[config.mk]
export PLATFORM = sky130hd
export DESIGN_NAME = rs232c_tx_fifo
export DESIGN_NICKNAME = d
export VERILOG_FILES = /design/src/rtl/rs232c_tx_fifo.sv
export SDC_FILE = /design/constraint.sdc
export NUM_CORES = 1
export LEC_CHECK = 0
export BUFFER_PORTS_ARGS = -buffer_cell sky130_fd_sc_hd__clkbuf_2
export CELL_PAD_IN_SITES_DETAIL_PLACEMENT = 1
export CELL_PAD_IN_SITES_GLOBAL_PLACEMENT = 1
export CORE_MARGIN = 5
export CORE_UTILIZATION = 48
export CTS_CLUSTER_SIZE = 14
export DETAILED_ROUTE_END_ITERATION = 10
export PLACE_DENSITY_LB_ADDON = 0.1
export SYNTH_ARGS = -nofsm -noshare
export SYNTH_HDL_FRONTEND = slang
export SYNTH_SLANG_ARGS = --single-unit
[constraint.sdc]
create_clock -name CLK -period 6.6 [get_ports CLK]
set_input_delay 0.66 -clock CLK [delete_from_list [all_inputs] [get_ports CLK]]
set_output_delay 0.66 -clock CLK [all_outputs]
set_load 0.05 [all_outputs]
[src/rtl/rs232c_tx_fifo.sv]
// Byte FIFO feeding an RS-232C transmitter through its TX_DATA/TX_DATA_EN/TX_BUSY handshake.
// Optional macro RS232C_TXF_CRLF_EN: an LF at the head is sent as CR then LF.
module rs232c_tx_fifo #(
  parameter int DEPTH_LOG2 = 4
) (
  input  logic                  CLK,
  input  logic                  RESETB,
  input  logic [7:0]            WR_DATA,
  input  logic                  WR_EN,
  output logic                  FULL,
  output logic                  EMPTY,
  output logic [DEPTH_LOG2:0]   COUNT,
  output logic                  OVF,
  input  logic                  OVF_CLR,
  output logic [7:0]            TX_DATA,
  output logic                  TX_DATA_EN,
  input  logic                  TX_BUSY
);
  localparam int DEPTH = 1 << DEPTH_LOG2;
  localparam int CW    = DEPTH_LOG2 + 1;
  localparam logic [CW-1:0]         CNT_ONE  = CW'(1);
  localparam logic [CW-1:0]         CNT_FULL = CW'(DEPTH);
  localparam logic [DEPTH_LOG2-1:0] PTR_ONE  = DEPTH_LOG2'(1);

  typedef enum logic [1:0] {IDLE, ISSUE, WAIT_BUSY, WAIT_DONE} state_t;

  state_t                state;
  logic [7:0]            mem [DEPTH];
  logic [DEPTH_LOG2-1:0] wr_ptr, rd_ptr;
  logic [CW-1:0]         cnt_nxt;
  logic                  wr_ok, pop, cr_insert;

`ifdef RS232C_TXF_CRLF_EN
  logic cr_pending;
  always_comb begin
    cr_insert = 1'b0;
    if (mem[rd_ptr] == 8'h0A && !cr_pending) cr_insert = 1'b1;
  end
`else
  always_comb cr_insert = 1'b0;
`endif

  // Acceptance is judged on the registered FULL, so a pop cannot make room this cycle.
  always_comb begin
    wr_ok = WR_EN && !FULL;
    pop   = (state == IDLE) && !EMPTY && !cr_insert;
    case ({wr_ok, pop})
      2'b10:   cnt_nxt = COUNT + CNT_ONE;
      2'b01:   cnt_nxt = COUNT - CNT_ONE;
      default: cnt_nxt = COUNT;
    endcase
  end

  always_ff @(posedge CLK) begin
    if (wr_ok) mem[wr_ptr] <= WR_DATA;
  end

  always_ff @(posedge CLK or negedge RESETB) begin
    if (!RESETB) begin
      wr_ptr <= '0;
      rd_ptr <= '0;
      COUNT  <= '0;
      FULL   <= 1'b0;
      EMPTY  <= 1'b1;
      OVF    <= 1'b0;
    end else begin
      if (wr_ok) wr_ptr <= wr_ptr + PTR_ONE;
      if (pop)   rd_ptr <= rd_ptr + PTR_ONE;
      COUNT <= cnt_nxt;
      FULL  <= (cnt_nxt == CNT_FULL);
      EMPTY <= (cnt_nxt == '0);
      if (WR_EN && FULL) OVF <= 1'b1;
      else if (OVF_CLR)  OVF <= 1'b0;
    end
  end

  always_ff @(posedge CLK or negedge RESETB) begin
    if (!RESETB) begin
      state      <= IDLE;
      TX_DATA    <= 8'h00;
      TX_DATA_EN <= 1'b0;
`ifdef RS232C_TXF_CRLF_EN
      cr_pending <= 1'b0;
`endif
    end else begin
      case (state)
        IDLE: begin
          if (!EMPTY) begin
            state      <= ISSUE;
            TX_DATA_EN <= 1'b1;
`ifdef RS232C_TXF_CRLF_EN
            if (cr_insert) begin
              TX_DATA    <= 8'h0D;
              cr_pending <= 1'b1;
            end else begin
              TX_DATA    <= mem[rd_ptr];
              cr_pending <= 1'b0;
            end
`else
            TX_DATA <= mem[rd_ptr];
`endif
          end
        end
        ISSUE: begin
          TX_DATA_EN <= 1'b0;
          state      <= WAIT_BUSY;
        end
        WAIT_BUSY: if (TX_BUSY) state <= WAIT_DONE;
        WAIT_DONE: if (!TX_BUSY) state <= IDLE;
        default: begin
          state      <= IDLE;
          TX_DATA_EN <= 1'b0;
        end
      endcase
    end
  end
endmodule

==> run_results.csv, run 1 <==
group,metric,value,unit
timing,setup_violations,0,
setup_path,worstSetupStartpointType,"flip-flop",
clocking,cts-buffers-inserted,17,
pwr,p_leak,2.58,nW
setup_path,endpoint,"EMPTY",
clocking,clkLatencyLatePin,420,ps
timing,rsz0062_at_grt,"no",
route,vias_per_cell,5.64,
clocking,clk_pin_slew,70,ps
placed_design,dpl.hpwl,8.54,mm
timing,fin_ws,3510,ps
setup_path,worstReg2RegStart,"FULL",
placed_design,post-place-ws,3140,ps
timing,hold_viol,0,
global_routing,grt_max_degree,62,
finish,antenna_cells,0,
global_routing,antenna_found_initial,0,
synth,yosysSeqAreaShare,0.702,
route,antenna_left,0,
setup_path,startpoint,"FULL",
synth,syn-num-nets,408,
synth,ys_seq_elements,155,
outcome,status,"finished clean",
finish,areaGrowthSynthToFinish,14.3,%
synth,avgSynthCellArea,16.8,sq um
timing,finalWorstPathRequiredPeriod,3090,ps
setup_path,cpMostUsedCell,"nor2b_1",
clocking,postCtsSetupBuffers,0,
floorplanning,die_area,15800,sq um
setup_path,critPathMaxStageDelay,640,ps
pwr,finalPower,3.51,mW
synth,ys_types,44,
floorplanning,dieWidth,126,microns
route,vias,3395,
clocking,cts_tree,"done",
floorplanning,rows,42,
global_routing,track_usage,0.178,
setup_path,path_class,"flip-flop to flip-flop",
floorplanning,core,13200,sq um
finish,register_area,4520,sq um
clocking,cts-root-buf,"clkbuf_16",
placed_design,globalplace.congestion,0.797,
floorplanning,fp.dieH,126,microns
clocking,ctsResizeCount,0,
route,wl_per_cell,21.9,microns
setup_path,cp.arrival,3440,ps
pwr,power_density,477,nW/um^2
setup_path,rr_endpoint,"EMPTY",
synth,syn_area,6440,sq um
floorplanning,initial_utilization,0.488,
timing,tightestPinTransition,927,ps
route,wirelength,13.2,mm
timing,finalClockSkew,9.21,ps
floorplanning,ios,30,
global_routing,grt.overflow.total,0,
route,drc_errors,0,
finish,fillers,1228,
route,drt_iter0_drc,214,
clocking,cts_max_level,4,
pwr,max-vdd-ir-drop,0.000280,V
synth,syn_inst,383,
setup_path,rrSetupSlack,3510,ps
clocking,cts.path.max_buffers,2,
placed_design,portBuffers,29,
setup_path,cp_data_required_time,6950,ps
setup_path,end_kind,"flip-flop",
synth,ys_async_sr_fraction,0.174,
route,drt_first_pass_iters,4,
global_routing,grt_pass1_wl,21.4,mm
finish,drive_gt1_frac,0.216,
worst_hold_path,min_path_type,"primary input to async pin",
clocking,cts_sinks,155,
timing,setup-tns-final,0,ps
setup_path,path_cells,"nor2b_1, inv_1, nand2_1, xnor2_1, ha_1, a21oi_1, or3_4, a21bo_1, a2111oi_4, nor2b_1",
setup_path,cp_max_fo,12,
timing,relSlewSlack,0.382,
setup_path,r2r_cells,10,
synth,synth-edff-count,128,
synth,ys_warn_count,0,
timing,finalMaxSlewViolations,0,
finish,multi_input_area,1780,sq um
finish,nNetsFinal,438,
timing,max_freq,0.324,GHz
run,max_cap_viol_count,0,
timing,fin_crit_sh,0.468,
synth,ys.flop_type,"edfxtp_1",
global_routing,grt_pass1_vias,3696,
clocking,ctsHoldBuffers,0,
setup_path,critPathSlowestCell,"nor2b_1",
-- cells in the mapped netlist, types with 2 or more instances --
cell / count / share of area
edfxtp_1: 128 / 0.60
dfrtp_1: 26 / 0.10
nor2b_1: 19 / 0.018
and2_1: 18 / 0.017
mux2i_1: 16 / 0.025
mux4_2: 16 / 0.056
nand2_1: 14 / 0.0082
ha_1: 12 / 0.023
inv_1: 11 / 0.0064
clkbuf_1: 10 / 0.0058
a22o_1: 9 / 0.012
mux2_2: 9 / 0.016
xnor2_1: 9 / 0.012
a2111oi_0: 8 / 0.011
a211oi_1: 8 / 0.0093
a221o_1: 8 / 0.012
nor4_1: 8 / 0.0078
buf_2: 7 / 0.0054
o21ai_0: 6 / 0.0047
nor2_1: 5 / 0.0029
a21oi_1: 4 / 0.0031
nor3b_1: 4 / 0.0047
a31oi_1: 3 / 0.0029
and3_1: 2 / 0.0019
buf_1: 2 / 0.0012
nand4_1: 2 / 0.0019
o22ai_1: 2 / 0.0019
-- report_power, final --
part / switching (mW) / internal [mW] / leakage, nW / total [mW]
Clock: 0.374 / 0.668 / 0.305 / 1.04
Sequential: 0.130 / 1.22 / 1.48 / 1.35
Combinational: 0.681 / 0.435 / 0.793 / 1.12
Total: 1.19 / 2.32 / 2.58 / 3.51
-- worst min-delay path by stage --
stage	startpoint	to	slack [ps]	depth (start not counted)
final	RESETB	rd_ptr[3]	320	1
after global routing	RESETB	rd_ptr[3]	370	1
after CTS	RESETB	rd_ptr[3]	330	1
after detailed placement	COUNT[4]	COUNT[4]	500	1
after global placement	TX_DATA[1]	TX_DATA[1]	500	1
after floorplan	RESETB	COUNT[0]	360	0
-- area by class of cell --
type / count / area share
sequential: 155 / 0.615
timing repair buffer: 31 / 0.0218
clock buffer: 19 / 0.0588
inverter: 12 / 0.00612
tap: 176 / 0.0299
clock inverter: 13 / 0.0269
multi-input combinational: 196 / 0.242
-- registers in the layout, indices dropped and copies added, names as in the netlist --
signal,flops
COUNT,5
TX_DATA_EN,1
EMPTY,1
FULL,1
OVF,1
rd_ptr,4
state,2
mem,128
wr_ptr,4
TX_DATA,8
-- cells by family after synthesis --
group	after synthesis	share of synthesized area
flops	155	0.702
simple gates	80	0.0743
compound gates	53	0.0686
mux	41	0.0966
buf+inv	32	0.0212
fa+ha+maj	12	0.0233
xor+xnor	10	0.0136
-- cell usage in the layout, fill, tap and decap left out, types with 5 or more instances in the layout --
| cell | instances |
|---|---|
| a22o_1 | 9 |
| a221o_1 | 8 |
| o21ai_0 | 6 |
| nor2_1 | 5 |
| bufinv_16 | 5 |
| clkbuf_16 | 17 |
| mux4_2 | 16 |
| mux2_2 | 9 |
| a211oi_1 | 8 |
| nor4_1 | 8 |
| a2111oi_0 | 8 |
| xnor2_1 | 9 |
| edfxtp_1 | 128 |
| nand2_1 | 14 |
| mux2i_1 | 16 |
| dfrtp_1 | 25 |
| inv_1 | 11 |
| ha_1 | 12 |
| and2_1 | 18 |
| clkbuf_2 | 29 |
| nor2b_1 | 19 |
-- critical path, delay by kind of cell (launching register included) --
kind | cells | cell delay, ps
adders and majority gates | 1 | 260
DFF | 1 | 410
buffers and inverters | 1 | 300
AOI/OAI and AO/OA | 3 | 590
and+or+nand+nor | 4 | 1340
xor gates and xnor gates | 1 | 130
-- metal layers --
layer | up-vias | wire length, microns | global-route usage
li1 | 1563 | - | -
met1 | 1757 | 5820 | 0.232
met2 | 58 | 6730 | 0.299
met3 | 17 | 464 | 0.0432
met4 | 0 | 166 | 0.0511
met5 | - | 0 | 0
-- stage by stage --
step | instances | cell area [sq um] | util | hold slack (ps)
2_1_floorplan | 383 | 6440 | - | 364
3_3_place_gp | 570 | 6730 | 0.510 | 497
3_5_place_dp | 570 | 6730 | 0.510 | 505
4_1_cts | 602 | 7360 | 0.558 | 327
5_1_grt | 602 | 7360 | 0.558 | 370
6_report | 602 | 7360 | 0.558 | 318
No activity file was read; power rests on OpenSTA's default activity.
==> inputs of run 2 (changes only) <==
--- a/config.mk
+++ b/config.mk
@@ -9,7 +9,7 @@
 export CELL_PAD_IN_SITES_DETAIL_PLACEMENT = 1
 export CELL_PAD_IN_SITES_GLOBAL_PLACEMENT = 1
 export CORE_MARGIN = 5
-export CORE_UTILIZATION = 48
+export CORE_UTILIZATION = 47
 export CTS_CLUSTER_SIZE = 14
 export DETAILED_ROUTE_END_ITERATION = 10
 export PLACE_DENSITY_LB_ADDON = 0.1
==> constraint.sdc (replaced) <==
create_clock -name CLK -period 2.75 [get_ports CLK]
set_input_delay 0.275 -clock CLK [delete_from_list [all_inputs] [get_ports CLK]]
set_output_delay 0.275 -clock CLK [all_outputs]
set_load 0.05 [all_outputs]
==> run_results.csv, run 2 (same netlist as run 1, synthesis figures left out) <==
group,metric,value,unit
finish,antenna_cells,0,
floorplanning,die_area,16100,sq um
floorplanning,initial_utilization,0.482,
run,max_cap_viol_count,0,
clocking,clkLatencyLatePin,420,ps
route,antenna_left,0,
setup_path,worstSetupStartpointType,"flip-flop",
clocking,cts_tree,"done",
pwr,power_density,1140,nW/um^2
setup_path,rrSetupSlack,230,ps
worst_hold_path,min-delay-start,"OVF_CLR",
outcome,status,"finished clean",
global_routing,grt_pass1_wl,21.9,mm
route,wl_per_cell,22.7,microns
global_routing,track_usage,0.184,
finish,reg_top3,"mem (128), TX_DATA (8), COUNT (5)",
finish,largest_reg_flops,128,
timing,timing.hold.ws,52.4,ps
route,wirelength,13.8,mm
global_routing,grt_pass1_vias,3749,
route,drc_errors,0,
setup_path,critPathSlowestCell,"dfrtp_1",
floorplanning,dieWidth,127,microns
timing,finalClockSkew,14.0,ps
worst_hold_path,hold_end,"OVF",
pwr,finalPower,8.45,mW
clocking,cts_max_level,4,
route,vias,3416,
clocking,cts-buffers-inserted,17,
placed_design,dpl.hpwl,9.01,mm
finish,final_cell_mix,"edfxtp_1 (128), clkbuf_2 (29), dfrtp_1 (25)",
finish,regMostFlops,"mem",
worst_hold_path,holdPathStages,2,
timing,max_freq,0.397,GHz
timing,relSlewSlack,0.499,
timing,rsz0062_at_grt,"no",
clocking,clk_pin_slew,60,ps
setup_path,end_kind,"flip-flop",
placed_design,globalplace.congestion,0.773,
setup_path,cp_data_required_time,3110,ps
floorplanning,rows,42,
global_routing,grt_max_degree,33,
timing,tightestPinTransition,752,ps
clocking,cts-root-buf,"clkbuf_16",
floorplanning,ios,30,
setup_path,cp_max_fo,9,
clocking,cts.path.max_buffers,2,
finish,fin_cells,608,
floorplanning,fp.dieH,127,microns
timing,setup-tns-final,0,ps
worst_hold_path,min_path_type,"primary input to flip-flop",
setup_path,rr_endpoint,"EMPTY",
timing,finalMaxSlewViolations,0,
route,drt_first_pass_iters,4,
clocking,cts_sinks,155,
placed_design,post-place-ws,82.0,ps
timing,hold_viol,0,
finish,layout_commonest_cell,"edfxtp_1",
timing,fin_ws,230,ps
finish,areaGrowthSynthToFinish,15.0,%
setup_path,cp.arrival,2880,ps
setup_path,r2r_cells,12,
floorplanning,core,13300,sq um
timing,setup_violations,0,
global_routing,grt.overflow.total,0,
route,vias_per_cell,5.62,
setup_path,path_class,"flip-flop to flip-flop",
timing,finalWorstPathRequiredPeriod,2520,ps
finish,postLayoutCoreUtil,0.555,
timing,fin_crit_sh,0.916,
setup_path,path_cells,"inv_2, ha_4, nand2b_4, inv_4, nand2_1, xnor2_1, ha_2, a21oi_1, or3_4, a21bo_1, a2111oi_4, nor2b_2",
placed_design,portBuffers,29,
setup_path,worstReg2RegStart,"state[0]",
pwr,max-vdd-ir-drop,0.000629,V
finish,nNetsFinal,445,
setup_path,critPathMaxStageDelay,420,ps
placed_design,dpl_cell_area,6770,sq um
finish,drive_gt1_frac,0.234,
pwr,p_leak,2.60,nW
placed_design,post-place-cells,576,
route,drt_iter0_drc,233,
finish,design_area,7400,sq um
global_routing,antenna_found_initial,0,
-- run 2: cell types whose count changed in the layout (fill, tap and decap cells not counted), moves of 2 or more --
| cell | previous run | this run |
|---|---|---|
| inv_1 | 11 | 9 |
| buf_4 | 2 | 8 |
| ha_1 | 12 | 10 |
| clkbuf_1 | 2 | 4 |
-- run 2: report_power, final --
part           total (mW)  internal (mW)  switching (mW)  leakage (nW)
clock                2.38           1.53           0.853         0.294
sequential           3.21           2.93           0.272          1.48
combinational        2.86           1.12            1.75         0.823
-- run 2: layout make-up --
type | count | area (sq um)
Clock inverter | 9 | 148
Sequential cell | 155 | 4520
Fill cell | 1246 | 5940
Timing Repair Buffer | 38 | 215
Clock buffer | 22 | 454
Inverter | 12 | 47.5
Tap cell | 176 | 220
Multi-Input combinational cell | 196 | 1800
-- run 2: worst max-delay path by stage --
stage / to / slack (ps) / from / depth (start not counted)
floorplan: EMPTY / 200 / EMPTY / 11
global placement: EMPTY / 170 / state[0] / 12
detailed placement: EMPTY / 80 / state[1] / 12
CTS: EMPTY / 50 / state[1] / 12
global route: EMPTY / 20 / state[0] / 12
finish: EMPTY / 230 / state[0] / 12
-- run 2: routing by layer --
metal,track usage,up-vias,share of wire
li1,-,1572,-
met1,0.243,1775,0.44
met2,0.306,58,0.51
met3,0.0376,11,0.035
met4,0.0625,0,0.0079
met5,0,-,0
-- run 2: what timing repair did --
action	CTS	global route
gates resized for setup	0	7
setup buffers	0	0
hold buffers	1	0
endpoints found under the hold margin	26	0
setup endpoints to repair	0	3
-- run 2: worst max-delay path, delay by kind of cell, from the launching register on --
family	cells	cell delay, ps
simple gates	4	680
compound gates	3	590
flops	1	420
fa+ha+maj	2	400
buf+inv	2	220
xor+xnor	1	160
==> inputs of run 3 (changes only) <==
--- a/config.mk
+++ b/config.mk
@@ -5,14 +5,16 @@
 export SDC_FILE = /design/constraint.sdc
 export NUM_CORES = 1
 export LEC_CHECK = 0
+export ABC_AREA = 1
 export BUFFER_PORTS_ARGS = -buffer_cell sky130_fd_sc_hd__clkbuf_2
 export CELL_PAD_IN_SITES_DETAIL_PLACEMENT = 1
 export CELL_PAD_IN_SITES_GLOBAL_PLACEMENT = 1
 export CORE_MARGIN = 5
-export CORE_UTILIZATION = 47
+export CORE_UTILIZATION = 45
 export CTS_CLUSTER_SIZE = 14
 export DETAILED_ROUTE_END_ITERATION = 10
 export PLACE_DENSITY_LB_ADDON = 0.1
+export SLEW_MARGIN = 20
 export SYNTH_ARGS = -nofsm -noshare
 export SYNTH_HDL_FRONTEND = slang
 export SYNTH_SLANG_ARGS = --single-unit
==> run_results.csv, run 3 <==
group,metric,value,unit
global_routing,grt_pass1_vias,4437,
synth,yosysMostFrequentCell,"edfxtp_1",
timing,hold_viol,0,
timing,rsz0062_at_grt,"no",
timing,finalMaxSlewViolations,0,
finish,postLayoutCoreUtil,0.538,
setup_path,r2r_cells,15,
finish,largest_reg_flops,128,
clocking,clk_pin_slew,60,ps
global_routing,antenna_found_initial,0,
worst_hold_path,holdPathStages,2,
synth,syn-num-nets,550,
global_routing,grt_max_degree,68,
clocking,clkLatencyLatePin,430,ps
setup_path,cp.arrival,2660,ps
run,max_cap_viol_count,0,
route,antenna_left,0,
synth,yosysTopAreaCell,"edfxtp_1",
pwr,max-vdd-ir-drop,0.000750,V
synth,ys_seq_elements,155,
clocking,cts_tree,"done",
timing,finalClockSkew,9.18,ps
worst_hold_path,min-delay-start,"OVF_CLR",
worst_hold_path,hold_end,"OVF",
pwr,power_density,1190,nW/um^2
global_routing,grt-busiest-layer,"met2",
timing,finalWorstPathRequiredPeriod,2300,ps
floorplanning,rows,43,
timing,tightestPinTransition,793,ps
setup_path,rrSetupSlack,450,ps
floorplanning,fp.dieH,130,microns
global_routing,grt_pass1_wl,25.2,mm
setup_path,critPathMaxStageDelay,410,ps
route,drt_first_pass_iters,4,
route,vias,4245,
synth,synth_commonest_cells,"edfxtp_1 (128), nor2_1 (107), o21ai_0 (74)",
outcome,status,"finished clean",
pwr,p_leak,2.73,nW
synth,syn_area,6430,sq um
timing,relSlewSlack,0.470,
placed_design,post-place-ws,431,ps
global_routing,use_met1,0.277,
floorplanning,ios,30,
setup_path,cp_data_required_time,3110,ps
placed_design,dpl.hpwl,10.6,mm
route,wirelength,16.0,mm
route,drt_iter0_drc,367,
setup_path,critPathSlowestCell,"dfrtp_1",
clocking,ctsResizeCount,0,
finish,regMostFlops,"mem",
setup_path,path_class,"flip-flop to flip-flop",
setup_path,cp_max_fo,7,
timing,setup-tns-final,0,ps
route,vias_per_cell,5.56,
setup_path,worstSetupStartpointType,"flip-flop",
synth,synth.top_cell.area_share,0.597,
clocking,cts-root-buf,"clkbuf_16",
global_routing,met2_usage,0.326,
global_routing,use_met3,0.0548,
finish,drive_gt1_frac,0.175,
route,drc_errors,0,
worst_hold_path,min_path_type,"primary input to flip-flop",
synth,yosysSeqAreaShare,0.703,
synth,avgSynthCellArea,12.3,sq um
timing,fin_ws,446,ps
setup_path,cpMostUsedCell,"nand2_1",
synth,ys.flop_type,"edfxtp_1",
floorplanning,dieWidth,130,microns
timing,timing.hold.ws,38.4,ps
finish,nNetsFinal,596,
floorplanning,initial_utilization,0.462,
finish,reg_top3,"mem (128), TX_DATA (8), COUNT (5)",
pwr,finalPower,8.95,mW
placed_design,globalplace.congestion,0.822,
setup_path,path_cells,"inv_1, ha_1, inv_2, nor2_4, nand2_2, nand2_1, nand2_1, inv_2, ha_1, nand2_1, o21ai_0, or2_1, nor2_1, nand3_1, nor2_1",
clocking,cts-buffers-inserted,17,
global_routing,track_usage,0.205,
setup_path,end_kind,"flip-flop",
synth,ys_types,32,
global_routing,grt.overflow.total,0,
finish,antenna_cells,0,
timing,setup_violations,0,
setup_path,worstReg2RegStart,"state[0]",
floorplanning,die_area,16800,sq um
floorplanning,core,13900,sq um
synth,ys_warn_count,0,
clocking,cts.path.max_buffers,2,
setup_path,rr_endpoint,"FULL",
timing,max_freq,0.434,GHz
route,wl_per_cell,21.0,microns
finish,layout_commonest_cell,"edfxtp_1",
synth,synth-edff-count,128,
synth,ys_async_sr_fraction,0.174,
clocking,cts_max_level,4,
finish,final_cell_mix,"edfxtp_1 (128), nor2_1 (107), o21ai_0 (74)",
placed_design,portBuffers,29,
synth,syn_inst,525,
clocking,cts_sinks,155,
finish,areaGrowthSynthToFinish,16.5,%
timing,fin_crit_sh,0.838,
synth,synth_area_leaders,"edfxtp_1 (60%), dfrtp_1 (10%), nor2_1 (6.2%)",
-- run 3: cell families (layout without fill, tap and decap cells) --
group / Yosys count / after routing / share of synthesized area
adder cells (fa/ha/maj): 12 / 12 / 0.0233
AND/OR/NAND/NOR: 171 / 171 / 0.113
buffers and inverters: 55 / 114 / 0.0375
flip-flops: 155 / 155 / 0.703
XOR/XNOR: 7 / 7 / 0.00953
AO/OA/AOI/OAI: 125 / 125 / 0.114
-- run 3: what timing repair did --
item | CTS | global route
hold endpoints to repair | 26 | 0
hold buffers | 1 | 0
buffers inserted | 0 | 0
-- run 3: worst max-delay path, delay by kind of cell (launching register included) --
| family | cells | cell delay, ps |
|---|---|---|
| fa+ha+maj | 2 | 420 |
| buf+inv | 3 | 250 |
| flops | 1 | 410 |
| compound gates | 1 | 100 |
| simple gates | 9 | 1050 |
-- run 3: cell type report --
cell class                      count  area [sq um]
Fill cell                        1439          6440
Tap cell                          180           225
Sequential cell                   155          4520
Multi-Input combinational cell    315          1670
Inverter                           29           109
Clock inverter                     14           196
Timing Repair Buffer               53           340
Clock buffer                       18           429
-- run 3: stage by stage --
stage          cells  area, sq um
2_1_floorplan    525         6430
3_3_place_gp     731         6860
3_5_place_dp     731         6860
4_1_cts          764         7490
5_1_grt          764         7490
6_report         764         7490
-- run 3: where the power goes --
part,leakage (nW),switching [mW],total [mW],internal [mW]
sequential,1.47,0.241,3.19,2.95
clock,0.292,0.925,2.45,1.52
combinational,0.960,2.38,3.31,0.924
-- run 3: worst max path at each step --
| stage | startpoint | endpoint | slack, ps | cells past startpoint |
|---|---|---|---|---|
| finish | state[0] | FULL | 450 | 15 |
| detailed placement | state[0] | FULL | 430 | 15 |
| floorplan | state[0] | FULL | 470 | 13 |
| global route | state[0] | FULL | 190 | 14 |
| CTS | state[0] | FULL | 410 | 15 |
| global placement | state[0] | FULL | 570 | 15 |
-- run 3: metal layers --
layer | part of all wire | vias to the layer above | wire (microns)
met5 | 0 | - | 0
met1 | 0.46 | 2156 | 7350
li1 | - | 1973 | -
met4 | 0.015 | 0 | 236
met2 | 0.47 | 100 | 7610
met3 | 0.052 | 16 | 831
